==> config.mk <==
export PLATFORM = sky130hd
export DESIGN_NAME = spike_window_classifier
export DESIGN_NICKNAME = d
export VERILOG_FILES = /design/src/rtl/spike_window_classifier_pkg.sv /design/src/rtl/spike_counter_sat.sv /design/src/rtl/spike_window_classifier.sv
export SDC_FILE = /design/constraint.sdc
export NUM_CORES = 1
export LEC_CHECK = 0
export ABC_AREA = 1
export ABC_CLOCK_PERIOD_IN_PS = 2000
export CELL_PAD_IN_SITES_DETAIL_PLACEMENT = 0
export CELL_PAD_IN_SITES_GLOBAL_PLACEMENT = 1
export CORE_ASPECT_RATIO = 1.4
export CORE_MARGIN = 8
export CORE_UTILIZATION = 25
export CTS_BUF_LIST = sky130_fd_sc_hd__clkbuf_16
export DETAILED_ROUTE_END_ITERATION = 6
export PLACE_DENSITY_LB_ADDON = 0.15
export SYNTH_ARGS = -nofsm -noshare
export SYNTH_HDL_FRONTEND = slang
export SYNTH_HIERARCHICAL = 1
export SYNTH_SLANG_ARGS = --single-unit
==> constraint.sdc <==
create_clock -name clk -period 2 [get_ports clk]
set_input_delay 0.2 -clock clk [delete_from_list [all_inputs] [get_ports clk]]
set_output_delay 0.2 -clock clk [all_outputs]
set_load 0.01 [all_outputs]
==> src/rtl/spike_window_classifier_pkg.sv <==
// Shared types and constants for the SNN classification readout.
// The default N/CNTBITS are also consumed by the neuron layer top level.
package spike_window_classifier_pkg;

  localparam int DEFAULT_N       = 4;
  localparam int DEFAULT_CNTBITS = 4;

  typedef enum logic [1:0] {
    IDLE = 2'd0,
    SCAN = 2'd1,
    HOLD = 2'd2
  } state_t;

  // Ceiling log2, never less than 1 so a derived width is always usable.
  function automatic int clog2(input int value);
    int r;
    int v;
    r = 0;
    v = value - 1;
    while (v > 0) begin
      r++;
      v = v >> 1;
    end
    return (r < 1) ? 1 : r;
  endfunction

endpackage

==> src/rtl/spike_counter_sat.sv <==
// Per-neuron saturating spike counter; zeroed at each window end so the
// final-cycle spike lands only in the parent's snapshot.
module spike_counter_sat #(
  parameter int CNTBITS = 4
) (
  input  logic               clk,
  input  logic               reset_n,
  input  logic               clear,
  input  logic               enable,
  input  logic               spike_in,
  input  logic               window_end,
  output logic [CNTBITS-1:0] count_out
);

  function automatic logic [CNTBITS-1:0] sat_inc(input logic [CNTBITS-1:0] v,
                                                 input logic             b);
    return (b && (v != '1)) ? v + CNTBITS'(1) : v;
  endfunction

  always_ff @(posedge clk or negedge reset_n) begin
    if (!reset_n) begin
      count_out <= '0;
    end else if (clear || window_end) begin
      count_out <= '0;
    end else if (enable) begin
      count_out <= sat_inc(count_out, spike_in);
    end
  end

endmodule

==> src/rtl/spike_window_classifier.sv <==
// Windowed spike counting with snapshot, sequential argmax scan and a
// valid/ready result port; windows ending while busy are dropped (overrun).
module spike_window_classifier
  import spike_window_classifier_pkg::*;
#(
  parameter int N       = DEFAULT_N,
  parameter int CNTBITS = DEFAULT_CNTBITS,
  parameter int WINDOW  = 15,
  parameter int WBITS   = clog2(WINDOW),
  parameter int IDXW    = clog2(N)
) (
  input  logic                 clk,
  input  logic                 reset_n,
  input  logic                 enable,
  input  logic                 clear,
  input  logic [N-1:0]         output_spikes,
  input  logic                 result_ready,
  output logic                 result_valid,
  output logic [IDXW-1:0]      winner_idx,
  output logic [CNTBITS-1:0]   winner_count,
  output logic                 no_spike,
  output logic [N*CNTBITS-1:0] spike_counts,
  output logic                 overrun
);

  localparam logic [WBITS-1:0] LAST_W   = WBITS'(WINDOW - 1);
  localparam logic [IDXW-1:0]  LAST_IDX = IDXW'(N - 1);

  function automatic logic [CNTBITS-1:0] sat_inc(input logic [CNTBITS-1:0] v,
                                                 input logic             b);
    return (b && (v != '1)) ? v + CNTBITS'(1) : v;
  endfunction

  state_t              state, state_next;
  logic [WBITS-1:0]    wcnt;
  logic [IDXW-1:0]     idx;
  logic [IDXW-1:0]     bidx;
  logic [CNTBITS-1:0]  best;
  logic [CNTBITS-1:0]  cnt  [N];
  logic [CNTBITS-1:0]  snap [N];
  logic                window_end;

  assign window_end = enable && (wcnt == LAST_W);

  for (genvar g = 0; g < N; g++) begin : g_cnt
    spike_counter_sat #(.CNTBITS(CNTBITS)) u_cnt (
      .clk       (clk),
      .reset_n   (reset_n),
      .clear     (clear),
      .enable    (enable),
      .spike_in  (output_spikes[g]),
      .window_end(window_end),
      .count_out (cnt[g])
    );
    assign spike_counts[g*CNTBITS +: CNTBITS] = snap[g];
  end

  always_ff @(posedge clk or negedge reset_n) begin
    if (!reset_n) begin
      state <= IDLE;
    end else begin
      state <= state_next;
    end
  end

  always_comb begin
    state_next = state;
    unique case (state)
      IDLE:    if (window_end)        state_next = SCAN;
      SCAN:    if (idx == LAST_IDX)   state_next = HOLD;
      HOLD:    if (result_ready)      state_next = IDLE;
      default:                        state_next = IDLE;
    endcase
    if (clear) state_next = IDLE;
  end

  // Winner fields are only meaningful while the result is offered.
  always_comb begin
    result_valid = (state == HOLD);
    winner_idx   = result_valid ? bidx : '0;
    winner_count = result_valid ? best : '0;
    no_spike     = result_valid && (best == '0);
  end

  always_ff @(posedge clk or negedge reset_n) begin
    if (!reset_n) begin
      wcnt    <= '0;
      overrun <= 1'b0;
      idx     <= '0;
      best    <= '0;
      bidx    <= '0;
      for (int i = 0; i < N; i++) snap[i] <= '0;
    end else if (clear) begin
      wcnt    <= '0;
      overrun <= 1'b0;
      idx     <= '0;
      best    <= '0;
      bidx    <= '0;
      for (int i = 0; i < N; i++) snap[i] <= '0;
    end else begin
      if (enable) wcnt <= window_end ? '0 : wcnt + WBITS'(1);
      if (window_end && (state != IDLE)) overrun <= 1'b1;
      // The final-cycle spike is folded into the snapshot directly.
      if (window_end && (state == IDLE)) begin
        for (int i = 0; i < N; i++) snap[i] <= sat_inc(cnt[i], output_spikes[i]);
        idx  <= '0;
        best <= '0;
        bidx <= '0;
      end else if (state == SCAN) begin
        if (snap[idx] > best) begin
          best <= snap[idx];
          bidx <= idx;
        end
        idx <= idx + IDXW'(1);
      end
    end
  end

endmodule

==> run metrics <==
status finished clean; die area 15940 µm²; Synth Warn # 6; PwrDens 534.4 nW/µm²; final setup violation count 0; diodes inserted 0; cell family with most CP delay buffers and inverters; GRT Util Overall about 11%; row count 47; kind of critical path reg -> out; WP buf/inv 2; Syn Area/Cell 7.141 µm²; Worst VDD drop 0.0002561 V; Req. time, crit path ~1.8 ns; Max Slew Vio Count 0; worst slew pin tran 0.6455 ns; drc violations 0; CTS root buffer clkbuf_16; maximum clock rate between 0.5 and 0.6 GHz; DRT Pass-1 Iters 4; dpl cells 611; Worst R2R Setup Slack 0.12 ns; Critical Path AT 1.68 ns; worst-skew pair later-pin latency just under 0.3 ns; vias 2778; Hold Path Class in -> async; post-CTS setup buffers 0; number of top-level pins 34; worst r2r src idx[0]; TNS Setup 0 ns; library cells used by synthesis 28; first-pass GRT wire length 13890 µm; Die H 146.2 µm; clk_skew 0.01044 ns; Routed Antenna Nets 0; Initial Util about a quarter; CP Capture Type primary output; Synth top cells by count 122 x nand2_1, 58 x nor2_1, 48 x inv_1; Area growth syn-to-layout 24.50%; DRC marker count from the first detailed-route iteration 74; DP HPWL ~6400 µm; max incr delay on CP 0.54 ns; Chip Width ~110 µm; Hold Vio Cnt, Final 0; depth of the most critical reg-to-reg path 12; Clk pin slew, worst setup/hold paths 0.07 ns; initial antenna violation count 0; Critical-path top delay cell clkdlybuf4s50_1; final worst slack approximately 0.12 ns; Synth Flop Type dfrtp_1; worst r2r dst best[3]; Post-Synthesis Cells 424; P_sw 524.4 µW; register bit total from synthesis 47; Via density 4.488; Period minus WS final ~1.9 ns; Inserted Clock Buffers 5; Slew Limit Headroom 56.97%; Post-synth ARST share 100.0%; Maximum Capacitance Violations 0; sequential share of power between 50 and 60%; number of synthesized flops with an enable pin 0; top-count cell post-synth nand2_1; Routed WL per cell about 13 µm; vias in the first global route 2806; GRT overflow 0; sequential fraction of the synthesis area approximately 39%; pre-CTS setup slack -0.07753 ns; final wirelength 8311 µm; Comb power frac 9.1%; Mapped Area around 3000 µm²; GPL Wtd Cong 0.7747; crit-path max FO 6; post-synth top area cell dfrtp_1; share of cells above drive strength 1 a little under an eighth; Non-Filler Instances just over 600; Port Buffer Count 33; H-tree levels 2; Syn Nets 448; CP Cell Sequence nor2_2 -> inv_1 -> nor2_1 -> clkdlybuf4s50_1; Fillers approximately 1300; CTS tree built; post-cts hold buffer count 0; final hold slack 0.007960 ns; largest net degree at the start of global routing between 40 and 50; clock share of power 40.9%; final worst-path cycle share 94.08%; CORE AREA 11820 µm²; Nets 495; top cells by area, synth dfrtp_1 39%, nand2_1 15%, nand3_1 7.4%; internal power 1490 µW; clk sinks 47; buffer depth of the longest clock path 2; switching part of the total power about a quarter; CP Launch Type flop; P_leak 0.001848 µW; area share of the largest cell type after synthesis 38.84%
[area by class of cell]
class	count	area [µm²]	area share [%]
multi-input cells	318	1637	43.41
flip-flops and latches	47	1179	31.26
clock inverters	3	12.51	0.3319
repair buffers	45	425.4	11.28
well taps	147	183.9	4.879
inverters	54	207.7	5.509
clock buffers	5	125.1	3.319
[worst max path at each step]
stage / endpoint / cells past startpoint / startpoint / slack [ns]
after floorplan: best[0] / 13 / idx[0] / 0.19
after global placement: best[2] / 12 / idx[0] / -0.01
after detailed placement: best[3] / 12 / idx[0] / -0.08
after CTS: best[3] / 12 / idx[0] / 0.03
after global routing: best[3] / 12 / idx[0] / -0.009
final: winner_idx[1] / 4 / state[0] / 0.12
[sequential cells by signal, indices dropped and copies added (netlist names)]
signal / count
best: 4
state: 2
idx: 2
spike_counts: 16
bidx: 2
overrun: 1
g_cnt.u_cnt/count_out: 16
wcnt: 4
[layer usage]
metal  global-route usage, %  vias up  share of wire [%]
li1                        -     1449                  -
met2                   20.33       42                 53
met4                   3.093        0                1.3
met1                   12.12     1280                 43
met3                   2.070        7                3.6
met5                       0        -                  0
[cells in the final DEF, fill, tap and decap left out, types with 13 or more instances in the layout]
cell	netlist	final
nor2_1	58	56
a21oi_1	13	13
dfrtp_1	47	45
nand3_1	45	43
o21ai_0	17	17
nand2_1	122	119
inv_1	48	49
ha_1	15	15
clkdlybuf4s50_1	0	31
[worst reg2reg max path, delay by kind of cell (launching register included)]
| family | cells | cell delay, ns |
|---|---|---|
| flops | 1 | 0.44 |
| buf+inv | 1 | 0.14 |
| simple gates | 10 | 0.97 |
| fa+ha+maj | 1 | 0.28 |
[logic make-up (layout without fill, tap and decap cells)]
kind of cell	Yosys count	count (layout)	synth area share [%]
flops	47	47	38.84
buf+inv	59	107	8.181
simple gates	264	264	39.13
xor+xnor	2	2	0.5786
compound gates	37	37	7.066
fa+ha+maj	15	15	6.198
[per-stage QoR]
| stage | utilization [%] | cell area (µm²) | power [µW] |
|---|---|---|---|
| detailed placement | 30.33 | 3585 | 1212 |
| floorplan | - | 3028 | 1123 |
| finish | 31.89 | 3770 | 2015 |
| global route | 31.89 | 3770 | 2123 |
| global placement | 30.33 | 3585 | 1212 |
| CTS | 31.56 | 3730 | 2057 |
[power groups by stage]
stage          clock network [µW]  logic [µW]  registers [µW]
6_report                      823         183            1010
4_1_cts                       862         187            1010
3_5_place_dp                    0         186            1030
3_3_place_gp                    0         185            1030
5_1_grt                       896         214            1010
2_1_floorplan                   0         108            1020
[repair_timing]
action	in CTS	in global routing
pin swaps	0	5
hold endpoints to repair	0	0
resized for setup	4	13
endpoints found under the setup margin	9	7
Note: power is estimated with default switching activity, not from simulation.
